[src/rtl/key_debounce_if.sv]
// Push-button conditioner signal bundle: raw button in, debounced level and events out.
interface key_debounce_if #(
  parameter int unsigned CNT_W = 8
);
  logic             button_in;
  logic             key_level;
  logic             key_press;
  logic             key_release;
  logic             long_press;
  logic [CNT_W-1:0] press_cnt;

  modport master (
    input  button_in,
    output key_level, key_press, key_release, long_press, press_cnt
  );

  modport slave (
    output button_in,
    input  key_level, key_press, key_release, long_press, press_cnt
  );
endinterface

[src/rtl/key_debounce.sv]
// Debouncer for an active-low bouncy button: 2-FF synchroniser, filter FSM, press/release
// pulses, stable level and wrapping press counter. Define LONG_PRESS_EN for long_press.
module key_debounce #(
  parameter int unsigned DEBOUNCE_CYCLES = 1_000_000,
  parameter int unsigned LONG_CYCLES     = 50_000_000,
  parameter int unsigned CNT_W           = 8
) (
  input  logic           clk,
  input  logic           rst_n,
  key_debounce_if.master bus
);

  localparam int unsigned DCNT_W = (DEBOUNCE_CYCLES > 1) ? $clog2(DEBOUNCE_CYCLES) : 1;
  localparam logic [DCNT_W-1:0] DCNT_LAST = DCNT_W'(DEBOUNCE_CYCLES - 1);

  typedef enum logic [1:0] {
    IDLE      = 2'd0,
    FILTER_DN = 2'd1,
    HELD      = 2'd2,
    FILTER_UP = 2'd3
  } state_e;

  logic [1:0]        sync_q, sync_d;
  logic              btn_s;
  state_e            state_q, state_d;
  logic [DCNT_W-1:0] dcnt_q, dcnt_d;
  logic              key_level_q, key_level_d;
  logic              key_press_q, key_press_d;
  logic              key_release_q, key_release_d;
  logic [CNT_W-1:0]  press_cnt_q, press_cnt_d;

  // Shift the raw input in; bit 1 is the clean synchronised level (1 = released).
  always_comb begin
    sync_d = {sync_q[0], bus.button_in};
  end
  assign btn_s = sync_q[1];

  // Debounce FSM: any change of btn_s during a filter window aborts it.
  always_comb begin
    state_d       = state_q;
    dcnt_d        = dcnt_q;
    key_level_d   = key_level_q;
    key_press_d   = 1'b0;
    key_release_d = 1'b0;
    press_cnt_d   = press_cnt_q;
    case (state_q)
      IDLE: begin
        if (!btn_s) begin
          state_d = FILTER_DN;
          dcnt_d  = '0;
        end
      end
      FILTER_DN: begin
        if (btn_s) begin
          state_d = IDLE;
        end else if (dcnt_q == DCNT_LAST) begin
          state_d     = HELD;
          key_press_d = 1'b1;
          key_level_d = 1'b1;
          press_cnt_d = press_cnt_q + CNT_W'(1);
        end else begin
          dcnt_d = dcnt_q + DCNT_W'(1);
        end
      end
      HELD: begin
        if (btn_s) begin
          state_d = FILTER_UP;
          dcnt_d  = '0;
        end
      end
      FILTER_UP: begin
        if (!btn_s) begin
          state_d = HELD;
        end else if (dcnt_q == DCNT_LAST) begin
          state_d       = IDLE;
          key_release_d = 1'b1;
          key_level_d   = 1'b0;
        end else begin
          dcnt_d = dcnt_q + DCNT_W'(1);
        end
      end
      default: begin
        state_d = IDLE;
      end
    endcase
  end

  always_ff @(posedge clk or negedge rst_n) begin
    if (!rst_n) begin
      sync_q        <= 2'b11;
      state_q       <= IDLE;
      dcnt_q        <= '0;
      key_level_q   <= 1'b0;
      key_press_q   <= 1'b0;
      key_release_q <= 1'b0;
      press_cnt_q   <= '0;
    end else begin
      sync_q        <= sync_d;
      state_q       <= state_d;
      dcnt_q        <= dcnt_d;
      key_level_q   <= key_level_d;
      key_press_q   <= key_press_d;
      key_release_q <= key_release_d;
      press_cnt_q   <= press_cnt_d;
    end
  end

  assign bus.key_level   = key_level_q;
  assign bus.key_press   = key_press_q;
  assign bus.key_release = key_release_q;
  assign bus.press_cnt   = press_cnt_q;

`ifdef LONG_PRESS_EN
  localparam int unsigned HOLD_W = (LONG_CYCLES > 1) ? $clog2(LONG_CYCLES) : 1;
  localparam logic [HOLD_W-1:0] HOLD_LAST = HOLD_W'(LONG_CYCLES - 1);

  logic [HOLD_W-1:0] hold_cnt_q, hold_cnt_d;
  logic              long_done_q, long_done_d;
  logic              long_press_q, long_press_d;

  // Hold timer keeps running through release bounces; long_done_q limits it to one pulse.
  always_comb begin
    hold_cnt_d   = hold_cnt_q;
    long_done_d  = long_done_q;
    long_press_d = 1'b0;
    if (key_press_d) begin
      hold_cnt_d  = '0;
      long_done_d = 1'b0;
    end else if ((state_q == HELD || state_q == FILTER_UP) && !long_done_q) begin
      if (hold_cnt_q == HOLD_LAST) begin
        long_press_d = 1'b1;
        long_done_d  = 1'b1;
      end else begin
        hold_cnt_d = hold_cnt_q + HOLD_W'(1);
      end
    end
  end

  always_ff @(posedge clk or negedge rst_n) begin
    if (!rst_n) begin
      hold_cnt_q   <= '0;
      long_done_q  <= 1'b0;
      long_press_q <= 1'b0;
    end else begin
      hold_cnt_q   <= hold_cnt_d;
      long_done_q  <= long_done_d;
      long_press_q <= long_press_d;
    end
  end

  assign bus.long_press = long_press_q;
`else
  logic unused_long_cycles;
  assign unused_long_cycles = ^LONG_CYCLES;
  assign bus.long_press     = 1'b0;
`endif

endmodule
[src/flat_wrapper.sv]
// flat-port wrapper written by rule: the top's interface ports become plain ports
module key_debounce_flat 
#(
  parameter int unsigned DEBOUNCE_CYCLES = 1_000_000,
  parameter int unsigned LONG_CYCLES     = 50_000_000,
  parameter int unsigned CNT_W           = 8
)
  (clk, rst_n, bus_button_in, bus_key_level, bus_key_press, bus_key_release, bus_long_press, bus_press_cnt);
  key_debounce_if #(.CNT_W(CNT_W)) bus_i ();
  input  logic clk;
  input  logic rst_n;
  input wire logic [$bits(bus_i.button_in)-1:0] bus_button_in;
  output wire logic [$bits(bus_i.key_level)-1:0] bus_key_level;
  output wire logic [$bits(bus_i.key_press)-1:0] bus_key_press;
  output wire logic [$bits(bus_i.key_release)-1:0] bus_key_release;
  output wire logic [$bits(bus_i.long_press)-1:0] bus_long_press;
  output wire logic [$bits(bus_i.press_cnt)-1:0] bus_press_cnt;
  assign bus_i.button_in = bus_button_in;
  assign bus_key_level = bus_i.key_level;
  assign bus_key_press = bus_i.key_press;
  assign bus_key_release = bus_i.key_release;
  assign bus_long_press = bus_i.long_press;
  assign bus_press_cnt = bus_i.press_cnt;
  key_debounce #(.DEBOUNCE_CYCLES(DEBOUNCE_CYCLES), .LONG_CYCLES(LONG_CYCLES), .CNT_W(CNT_W)) u_core (.clk(clk), .rst_n(rst_n), .bus(bus_i));
endmodule
[config.mk]
export PLATFORM = sky130hd
export DESIGN_NAME = key_debounce_flat
export DESIGN_NICKNAME = d
export VERILOG_FILES = /design/src/rtl/key_debounce_if.sv /design/src/rtl/key_debounce.sv /design/src/flat_wrapper.sv
export SDC_FILE = /design/constraint.sdc
export NUM_CORES = 1
export LEC_CHECK = 0
export ABC_AREA = 1
export BUFFER_PORTS_ARGS = -buffer_cell sky130_fd_sc_hd__buf_2
export CAP_MARGIN = 20
export CORE_ASPECT_RATIO = 1.25
export CORE_MARGIN = 2
export CORE_UTILIZATION = 60
export CTS_CLUSTER_DIAMETER = 200
export DETAILED_ROUTE_END_ITERATION = 10
export GPL_TIMING_DRIVEN = 1
export PLACE_DENSITY = 0.78
export SYNTH_ARGS = -nofsm -noshare
export SYNTH_HDL_FRONTEND = slang
export SYNTH_SLANG_ARGS = --single-unit
[constraint.sdc]
create_clock -name clk -period 3.4 [get_ports clk]
set_clock_uncertainty 0.1 [all_clocks]
set_input_delay 0.17 -clock clk [delete_from_list [all_inputs] [get_ports clk]]
set_output_delay 0.17 -clock clk [all_outputs]
set_load 0.03 [all_outputs]
Word-level counts from Yosys, hierarchy flattened
Cells that the tools add are included.
- output and inout bits: 12
- bits in latches: 0
- RAM bits: 0
- ROM bits: 0
- memories kept: 0
- logic and storage cells: 51
- register bits: 35
- reductions and logical operators: 6
- bitwise logic cells: 1
- multiplexer cells: 23
- shifts and indexed selects: 0
- div/mod/pow operators: 0
- multipliers: 0
- $lt $le $gt $ge: 0
- add/subtract/negate cells: 2
- equality and inequality tests: 12
- operators by type and width (kind ; number):
    20-bit 2-to-1 mux ; 5
    20-bit case mux with 4 select lines ; 1
    20-bit by 1-bit adder with 20-bit output, second input constant ; 1
    20-bit == test, second input constant ; 1
    2-bit 2-to-1 mux ; 6
    1-bit 2-to-1 mux ; 9
    8-bit by 1-bit adder with 8-bit output, second input constant ; 1
    2-bit by 1-bit inequality test with 1-bit output, second input constant ; 4
    2-bit case mux with 4 select lines ; 1
    4-bit AND reduction ; 2
    5-bit AND reduction ; 1
    2-bit == test, second input constant ; 2
    2-bit inequality test, second input constant ; 2
    3-bit by 1-bit inequality test with 1-bit output, second input constant ; 1
    3-bit inequality test, second input constant ; 1
    3-bit AND reduction ; 1
    2-bit by 1-bit == test with 1-bit output, second input constant ; 1
    2-bit logical NOT ; 1
    1-bit case mux with 2 select lines ; 1
    2-bit nonzero test ; 1
    1-bit inverter ; 1

Longest topological paths before layout
Gate-level depths: netlist of the first run.
- word-level depth: 4
- mapped depth: 10

Worst setup path after synthesis of the first run
No wires, ideal clock.
- path type: register to register
- from: register u_core.dcnt_q[0]
- to: register u_core.dcnt_q[3]
- period minus slack after synthesis: 1.738 ns
- data required time: 3.174 ns
- slack: 1.662 ns
- stages on the path, launching flop included: 10
- arrival time: 1.512 ns
- cell sequence: dfrtp_1 > ha_1 > nand3_4 > nor2_2 > nand3_2 > nor2_4 > nor2_4 > inv_6 > buf_6 > o21ai_0
- word-level cells in the longest chain between the ends: 4
- elaborated cells on any way between the ends: 6
- those cells by class: add/sub (1); eq/ne (1); mux (4)
- ends and longest elaborated chain (item ; RTL line ; source):
    start: declaration ; key_debounce.sv:26 ; logic [DCNT_W-1:0] dcnt_q, dcnt_d;
    start signal: assignment ; key_debounce.sv:100 ; dcnt_q <= dcnt_d;
    20-bit by 1-bit adder with 20-bit output or 20-bit == test (tied branches) ; n/a ;
    20-bit 2-to-1 mux (*) ; key_debounce.sv:56, key_debounce.sv:74 ;
    20-bit 2-to-1 mux, on equally long branches ; key_debounce.sv:72, key_debounce.sv:54 ;
    20-bit case mux with 4 select lines (*) ; key_debounce.sv:46 ; case (state_q)
Every way passes the cells marked *; elsewhere a longest branch is shown, timed or not. The select of a mux whose other input is x is not followed.
A chain may end at the register's enable or synchronous reset.

Worst setup path after layout of the first run
- from: register u_core.dcnt_q[0]
- to: register u_core.dcnt_q[5]
The elaborated chain is that of the path after synthesis.

==> results.yml, run 1 <==
critical_path:
  r2r_cells: 8
  cpPeakStageDelay_ps: 450
  crit_fanout: 25
  slowest_stage: "dfrtp_1"
  cp_top_family: "simple AND/OR/NAND/NOR gates"
  required_ps: 3470
  reg2reg_to: "u_core.dcnt_q[5]"
  critPathMostFrequentCell: "nor2_4"
  path_buf_inv: 1
  start_kind: "flip-flop"
  worst_ep_arrival_time_ps: 2040
  critical_path_class: "reg2reg"
  cp.depth: 8
  crit_path_cell_trace: "ha_1, nand3_4, nor2_2, nand3_2, nor2_4, nor2_4, inv_6, o21ai_0"
  r2r_setup_slack_ps: 1420
  end_kind: "flip-flop"
  r2r_start: "u_core.dcnt_q[0]"
drt:
  drt_iter0_drc: 68
  drtPass1Iterations: 4
  vias: 1834
  wl_um: 4342
  ant_nets: 0
  route.detailed.drc: 0
  wl_per_cell_um: 12.55
  vias_per_cell: 5.301
placed_design:
  hpwl_um: 3213
  place_inst: 336
  post-place-ws_ps: 1420
  place.gp.congestion: 0.9418
  dpl-instance-area_sq_um: 2166
  numPortBuffers: 13
sta:
  hold_viol: 0
  fmax_mhz: 505.9
  min_period_ps: 1977
  tns_ps: 0
  maxSlewViolCount: 0
  max-slew-margin-rel_pct: 50.59
  period_share_pct: 58.14
  grt_setup_unrepaired: "false"
  worstMarginPinSlew_ps: 741.2
  setup_slack_ps: 1423
  setup_viol: 0
  fin_hold_ws_ps: 264.0
clocking:
  postCtsSetupBuffers: 0
  clkLatencyLatePin_ps: 290
  numCtsBuffers: 5
  cts_tree: "yes"
  clock-sinks: 35
  max-clock-path-buffers: 2
  root_buffer: "clkbuf_8"
  clk_pin_slew_worst_paths_ps: 70
  cts_max_level: 2
synthesis:
  synthSimpleGateAreaFrac_pct: 39.09
  synth_top_family_by_area: "simple AND/OR/NAND/NOR gates"
  synth-adder-area-share_pct: 1.195
  synth_seq_cells: 35
  synth_area_sq_um: 2093
  synthCells: 289
  synth-xor-area-share_pct: 5.439
  syn_area_per_cell_sq_um: 7.243
  syn_nets: 294
  synthMuxAreaShare_pct: 0
  ys_seq_area_share_pct: 41.96
  synth_warnings: 0
  synth_compound_area_share_pct: 5.260
  yosysUniqueCellTypes: 26
pwr:
  ir_worst_vdd_mv: 0.2945
  p_int_mw: 0.5955
  p_per_area_nw_per_um2: 341.5
  clock_power_share_pct: 39.7
  p_comb_share_pct: 4.5
  p_sw_share_pct: 23.42
  leakage_nw: 1.062
  share_seq_of_total_power_pct: 55.8
  p_sw_mw: 0.1821
hold_path:
  hold_start: "u_core.sync_q[0]"
  holdPathEnd: "u_core.sync_q[1]"
  hold_path_class: "reg2reg"
  hold_depth: 0
floorplanning:
  fp.dieH_um: 70.04
  die_x_um: 56.83
  fp-row-count: 24
  dieArea_sq_um: 3980
  coreArea_sq_um: 3423
  io_pins: 15
  start_util_pct: 61.15
finish:
  most-common-layout-cells: "98 x nand2_1, 43 x nor2_1, 33 x dfrtp_1"
  instances_no_fill: 346
  n_antenna_cell: 0
  drive_above_1_share_pct: 11.40
  layout.nets: 311
  multi_input_area_sq_um: 1071
  area_growth_pct: 8.786
  design_area_sq_um: 2277
  layout_commonest_cell: "nand2_1"
  regArea_sq_um: 878.3
  nFillCells: 301
global_routing:
  gr-total-overflow: 0
  grtUsageTotal_pct: 24.57
  grt_pass1_wl_um: 7507
  antenna_found_initial: 0
  first_global_vias: 1729
  grt_start_max_net_pins: 36
flow_run:
  max-cap-violations: 0
run_status:
  outcome: "completed"
cell families (layout without fill, tap and decap cells):
| logic type | Yosys count | count (layout) |
|---|---|---|
| DFF | 35 | 35 |
| xor gates and xnor gates | 13 | 13 |
| and+or+nand+nor | 190 | 190 |
| adders and majority gates | 2 | 2 |
| other | 1 | 1 |
| buffers and inverters | 31 | 49 |
| AOI/OAI and AO/OA | 17 | 17 |
what timing repair did:
item	4_1_cts	5_1_grt
hold buffers	2	0
hold endpoints to repair	34	0
gates resized for setup	0	0
cell type report:
class	count	area share, %
Multi-Input combinational cell	223	47.03
Sequential cell	35	38.57
Inverter	26	4.505
Clock buffer	7	3.791
Timing Repair Buffer	15	3.736
Tap cell	39	2.143
Clock inverter	1	0.2198
sequential cells by signal, summed over array words and instances, names as in the netlist, named ones only:
signal                  count
u_core.bus.key_press        1
u_core.sync_q               2
u_core.bus.key_release      1
u_core.bus.press_cnt        8
u_core.dcnt_q              20
u_core.bus.key_level        1
u_core.state_q              1
Yosys cell counts (all sizes together):
cell / instances / area (sq um)
and2: 2 / 12.51
buf: 4 / 37.53
clkbuf: 1 / 3.750
conb: 1 / 3.750
dfrtp: 33 / 825.8
dfstp: 2 / 52.55
ha: 2 / 25.02
inv: 26 / 102.6
nand2: 98 / 367.9
nand3: 33 / 182.7
nand4: 7 / 43.79
nor2: 46 / 190.2
nor3: 3 / 15.01
o21ai: 16 / 102.6
o21bai: 1 / 7.510
or2: 1 / 6.260
xnor2: 3 / 26.28
xor2: 10 / 87.58
worst reg2reg max path, stage by stage (launching register included):
cell and delay, ps:
dfrtp_1 450, ha_1 340, nand3_4 150, nor2_2 140, nand3_2 80, nor2_4 170
nor2_4 120, inv_6 190, o21ai_0 120
layer usage:
layer | global-route usage (%) | up-vias | share of wire [%] | routed length (um)
met3 | 5.185 | 14 | 4.2 | 184
met5 | 0 | - | 0 | 0
met4 | 12.92 | 0 | 3.2 | 138
met1 | 29.52 | 817 | 44 | 1901
met2 | 40.83 | 55 | 49 | 2118
li1 | - | 948 | - | -
metrics by stage:
step / utilization [%] / total power, mW
after floorplan: - / 0.4637
after global placement: 63.27 / 0.4746
after detailed placement: 63.27 / 0.4756
after CTS: 66.52 / 0.7877
after global routing: 66.52 / 0.8095
final: 66.52 / 0.7776
power groups by stage:
stage / Combinational [mW] / Sequential (mW) / Clock (mW)
global route: 0.0402 / 0.435 / 0.334
detailed placement: 0.0341 / 0.441 / 0
global placement: 0.0330 / 0.442 / 0
CTS: 0.0360 / 0.434 / 0.318
floorplan: 0.0261 / 0.438 / 0
finish: 0.0346 / 0.434 / 0.309
worst max-delay path by stage:
stage	slack, ps	from	to
floorplan	1660	u_core.dcnt_q[0]	u_core.dcnt_q[3]
global placement	1480	u_core.dcnt_q[0]	u_core.dcnt_q[5]
detailed placement	1420	u_core.dcnt_q[0]	u_core.dcnt_q[5]
CTS	1400	u_core.dcnt_q[0]	u_core.dcnt_q[5]
global route	1210	u_core.dcnt_q[0]	u_core.dcnt_q[5]
finish	1420	u_core.dcnt_q[0]	u_core.dcnt_q[5]
No activity file was read; power rests on OpenSTA's default activity.
==> inputs of run 2 (changes only) <==
--- a/config.mk
+++ b/config.mk
@@ -5,7 +5,7 @@
 export SDC_FILE = /design/constraint.sdc
 export NUM_CORES = 1
 export LEC_CHECK = 0
-export ABC_AREA = 1
+export ABC_AREA = 0
 export BUFFER_PORTS_ARGS = -buffer_cell sky130_fd_sc_hd__buf_2
 export CAP_MARGIN = 20
 export CORE_ASPECT_RATIO = 1.25
==> constraint.sdc (replaced) <==
create_clock -name clk -period 2.1 [get_ports clk]
set_clock_uncertainty 0.1 [all_clocks]
set_input_delay 0.105 -clock clk [delete_from_list [all_inputs] [get_ports clk]]
set_output_delay 0.105 -clock clk [all_outputs]
set_load 0.03 [all_outputs]
==> results.yml, run 2 <==
sta:
  grt_setup_unrepaired: "false"
  tns_ps: 0
  setup_viol: 0
  setup_slack_ps: 89.71
  max-slew-margin-rel_pct: 49.04
  fmax_mhz: 497.4
  period_share_pct: 95.73
  min_period_ps: 2010
  maxSlewViolCount: 0
  worstMarginPinSlew_ps: 764.4
  hold_viol: 0
floorplanning:
  fp-row-count: 24
  start_util_pct: 61.49
  coreArea_sq_um: 3453
  fp.dieH_um: 70.51
  die_x_um: 57.21
  io_pins: 15
  dieArea_sq_um: 4034
critical_path:
  cp_top_family: "simple AND/OR/NAND/NOR gates"
  path_buf_inv: 0
  crit_fanout: 7
  crit_path_cell_trace: "nor4b_4, nand4_2, nor4_4, mux2_4"
  end_kind: "flip-flop"
  slowest_stage: "dfrtp_1"
  start_kind: "flip-flop"
  r2r_setup_slack_ps: 90
  required_ps: 2170
  worst_ep_arrival_time_ps: 2080
  critical_path_class: "reg2reg"
  cpPeakStageDelay_ps: 470
finish:
  layout_commonest_cell: "dfrtp_1"
  largest_register_ffs: 20
  instances_no_fill: 265
  design_area_sq_um: 2338
  regMostFlops: "u_core.dcnt_q"
  n_antenna_cell: 0
  layout.nets: 230
  area_growth_pct: 10.14
  nFillCells: 262
  regArea_sq_um: 878.3
  most-common-layout-cells: "33 x dfrtp_1, 18 x nand2_1, 16 x nor2_1"
  multi_input_area_sq_um: 1121
  drive_above_1_share_pct: 20.80
pwr:
  ir_worst_vdd_mv: 0.4193
  p_per_area_nw_per_um2: 550.2
  leakage_nw: 1.066
  power.total_mw: 1.287
clocking:
  numCtsBuffers: 5
  max-clock-path-buffers: 2
  cts_tree: "yes"
  clkLatencyLatePin_ps: 290
  root_buffer: "clkbuf_8"
  postCtsSetupBuffers: 0
  cts_max_level: 2
  clk_pin_slew_worst_paths_ps: 70
  clock-sinks: 35
synthesis:
  ys_seq_area_share_pct: 41.37
  syn_area_per_cell_sq_um: 10.16
  synth_common_cells: "33 x dfrtp_1, 18 x nand2_1, 16 x nor2_1"
  synth_area_sq_um: 2123
  async_reset_ff_share_pct: 100.0
  yosysUniqueCellTypes: 59
  yosysMostFrequentCell: "dfrtp_1"
  synth_area_leader_cell: "dfrtp_1"
  synth.area.top_cells: "dfrtp_1 39%, xor2_1 3.3%, nand2_1 3.2%, nor2_1 2.8%, dfstp_2 2.5%"
  synth_top_cell_area_share_pct: 38.89
  ys.flop_type: "dfrtp_1"
  synth-edff-count: 0
  synth_warnings: 0
  syn_nets: 214
  synth_seq_cells: 35
  synthCells: 209
global_routing:
  gr-total-overflow: 0
  antenna_found_initial: 0
  grtUsageTotal_pct: 26.23
  grt_start_max_net_pins: 36
  first_global_vias: 1774
  grt_pass1_wl_um: 8355
drt:
  drtPass1Iterations: 5
  wl_per_cell_um: 18.56
  wl_um: 4918
  vias: 1821
  vias_per_cell: 6.872
  ant_nets: 0
  route.detailed.drc: 0
  drt_iter0_drc: 147
placed_design:
  place.gp.congestion: 0.9582
  post-place-ws_ps: 123.4
  dpl-instance-area_sq_um: 2221
  hpwl_um: 3303
  place_inst: 255
  numPortBuffers: 13
run_status:
  outcome: "completed"
flow_run:
  max-cap-violations: 0
hold_path:
  hold_path_class: "reg2reg"
==> run 2: cell types whose count changed after synthesis, moves of 6 or more <==
cell / before / now
nand2_1: 98 / 18
nor2_1: 43 / 16
nand3_1: 31 / 6
inv_1: 25 / 5
nor4_1: 0 / 7
and3_1: 0 / 6
buf_2: 0 / 6
o21ai_0: 9 / 3
o21ai_2: 6 / 0
==> run 2: cell families after synthesis <==
| logic type | Yosys count | synth area share (%) |
|---|---|---|
| AND/OR/NAND/NOR | 89 | 27.11 |
| AO/OA/AOI/OAI | 46 | 17.56 |
| flip-flops | 35 | 41.37 |
| buffers and inverters | 22 | 6.128 |
| XOR/XNOR | 9 | 3.713 |
| multiplexers | 5 | 2.769 |
| adder cells (fa/ha/maj) | 2 | 1.178 |
| other | 1 | 0.1766 |
==> run 2: routing by layer <==
| metal | global-route usage (%) | routed length (um) |
|---|---|---|
| met1 | 33.73 | 2096 |
| met2 | 42.66 | 2405 |
| met3 | 5.370 | 275 |
| met4 | 11.11 | 140 |
| met5 | 0 | 0 |
==> run 2: repair_timing <==
| item | CTS | global route |
|---|---|---|
| resized for setup | 0 | 2 |
| hold buffers | 2 | 0 |
| hold endpoints to repair | 34 | 0 |
| setup endpoints to repair | 0 | 5 |
==> run 2: final cells by class <==
cell class,instances,area share (%)
repair buffers,26,7.705
clock inverters,1,0.2140
well taps,39,2.087
flip-flops and latches,35,37.56
multi-input cells,152,47.94
clock buffers,7,3.692
inverters,5,0.8026
==> run 2: power breakdown <==
| group | internal, mW | switching, mW | total (mW) | leakage, nW |
|---|---|---|---|---|
| clock network | 0.264 | 0.238 | 0.503 | 0.0482 |
| logic | 0.0292 | 0.0523 | 0.0815 | 0.540 |
| registers | 0.686 | 0.0165 | 0.702 | 0.478 |
==> run 2: worst reg2reg max path: stages, from the launching register on <==
cell and delay [ps]:
dfrtp_1 470, nor4b_4 400, nand4_2 200, nor4_4 400, mux2_4 330
==> run 2: worst paths after layout <==
path | start | end | cells after the start
min in group asynchronous | rst_n | u_core.dcnt_q[18] | 2
worst min register to register | u_core.sync_q[0] | u_core.sync_q[1] | 0
worst max-delay path | u_core.dcnt_q[13] | u_core.bus.press_cnt[1] | 4
max in group asynchronous | rst_n | u_core.dcnt_q[9] | 2
worst max register to register | u_core.dcnt_q[13] | u_core.bus.press_cnt[1] | 4
worst min-delay path | u_core.sync_q[0] | u_core.sync_q[1] | 0
==> run 2: per-stage QoR <==
step / hold WS, ps / utilization, %
final: 256.7 / 67.72
after global routing: 264.8 / 67.72
after global placement: 110.3 / 64.31
after floorplan: -290.6 / -
after CTS: 259.2 / 67.54
after detailed placement: 114.1 / 64.31
==> inputs of run 3 (changes only) <==
--- a/config.mk
+++ b/config.mk
@@ -15,6 +15,7 @@
 export DETAILED_ROUTE_END_ITERATION = 10
 export GPL_TIMING_DRIVEN = 1
 export PLACE_DENSITY = 0.78
+export REMOVE_ABC_BUFFERS = 1
 export SYNTH_ARGS = -nofsm -noshare
 export SYNTH_HDL_FRONTEND = slang
 export SYNTH_SLANG_ARGS = --single-unit
==> results.yml, run 3 (synthesized netlist as in run 2, its figures left out) <==
finish:
  utilization_pct: 67.90
  layout.nets: 230
  area_growth_pct: 10.43
  nFillCells: 250
  most-common-layout-cells: "33 x dfrtp_1, 18 x nand2_1, 16 x nor2_1"
  regMostFlops: "u_core.dcnt_q"
  design_area_sq_um: 2345
  drive_above_1_share_pct: 21.24
  largest_register_ffs: 20
  layout_commonest_cell: "dfrtp_1"
  n_antenna_cell: 0
sta:
  min_period_ps: 2005
  setup_viol: 0
  maxSlewViolCount: 0
  max-slew-margin-rel_pct: 48.50
  fmax_mhz: 498.8
  hold_viol: 0
  grt_setup_unrepaired: "false"
  period_share_pct: 95.47
  worstMarginPinSlew_ps: 772.5
drt:
  ant_nets: 0
  route.detailed.drc: 0
  drt_iter0_drc: 117
  drtPass1Iterations: 4
  vias_per_cell: 6.728
  wl_um: 4981
  wl_per_cell_um: 18.80
  vias: 1783
critical_path:
  worst_ep_arrival_time_ps: 2090
  required_ps: 2180
  start_kind: "flip-flop"
  end_kind: "flip-flop"
  r2r_cells: 4
  crit_fanout: 10
  critical_path_class: "reg2reg"
pwr:
  leakage_nw: 1.064
  p_int_mw: 0.9764
  p_sw_mw: 0.3126
  ir_worst_vdd_mv: 0.3731
  p_sw_share_pct: 24.25
  p_comb_share_pct: 6.0
  share_seq_of_total_power_pct: 54.5
  clock_power_share_pct: 39.5
  p_per_area_nw_per_um2: 549.7
floorplanning:
  die_x_um: 57.21
  fp.dieH_um: 70.51
  io_pins: 15
  dieArea_sq_um: 4034
  start_util_pct: 61.49
  fp-row-count: 24
  coreArea_sq_um: 3453
placed_design:
  place.gp.congestion: 0.8922
  hpwl_um: 3441
  numPortBuffers: 13
  dpl-instance-area_sq_um: 2213
clocking:
  clock-sinks: 35
  clk_pin_slew_worst_paths_ps: 70
  root_buffer: "clkbuf_8"
  cts_tree: "yes"
  clkLatencyLatePin_ps: 290
  max-clock-path-buffers: 2
  numCtsBuffers: 5
  cts_max_level: 2
run_status:
  outcome: "completed"
global_routing:
  grt_pass1_wl_um: 8569
  first_global_vias: 1790
  grt_start_max_net_pins: 36
  grtUsageTotal_pct: 27.19
  gr-total-overflow: 0
  antenna_found_initial: 0
hold_path:
  hold_path_class: "reg2reg"
  hold_depth: 0
flow_run:
  max-cap-violations: 0
run 3: cell counts in the layout (fill, tap and decap cells not counted):
No cell type changed its count.
run 3: final timing paths:
kind / from / to / slack, ps
max: u_core.dcnt_q[8] / u_core.dcnt_q[13] / 100
min: u_core.sync_q[0] / u_core.sync_q[1] / 260
max reg2reg: u_core.dcnt_q[8] / u_core.dcnt_q[13] / 100
min reg2reg: u_core.sync_q[0] / u_core.sync_q[1] / 260
max in group asynchronous: rst_n / u_core.dcnt_q[9] / 1070
min in group asynchronous: rst_n / u_core.bus.press_cnt[5] / 330
run 3: layer usage:
layer	track usage, %	wire length (um)
met3	5.556	236
met5	0	0
met1	32.90	2046
met4	11.11	99
met2	46.62	2598
run 3: stage by stage:
stage | std cells | worst slack [ps] | power, mW | hold WS (ps) | TNS [ps]
CTS | 264 | 95.06 | 1.296 | 256.8 | 0
global route | 265 | 9.228 | 1.333 | 263.3 | 0
global placement | 254 | 211.0 | 0.7844 | 109.9 | 0
detailed placement | 254 | 110.4 | 0.7887 | 111.7 | 0
finish | 265 | 95.09 | 1.289 | 256.1 | 0
floorplan | 192 | -129.8 | 0.7505 | -290.6 | -645.3
run 3: layout make-up:
| class | instances | area (sq um) | area share [%] |
|---|---|---|---|
| clock inverters | 1 | 5.005 | 0.2134 |
| repair buffers | 26 | 180.2 | 7.684 |
| multi-input cells | 152 | 1127 | 48.08 |
| clock buffers | 7 | 86.33 | 3.682 |
| inverters | 5 | 18.77 | 0.8004 |
| flip-flops and latches | 35 | 878.3 | 37.46 |
| well taps | 39 | 48.80 | 2.081 |
run 3: critical path, cell delays in order (launching register included):
cell and delay, ps:
dfrtp_1 550, nand3_1 250, nor4_1 430, mux2_2 390, a22o_1 170
run 3: power by group through the flow:
stage,registers [mW],logic (mW),clock network [mW]
finish,0.703,0.0769,0.509
global route,0.705,0.0865,0.542
CTS,0.702,0.0772,0.517
detailed placement,0.715,0.0738,0
global placement,0.713,0.0717,0
floorplan,0.714,0.0363,0
run 3: timing repair:
item,4_1_cts,5_1_grt
gates resized for setup,0,2
setup buffers,0,1
hold endpoints to repair,34,0
setup endpoints to repair,0,3
hold buffers,2,0
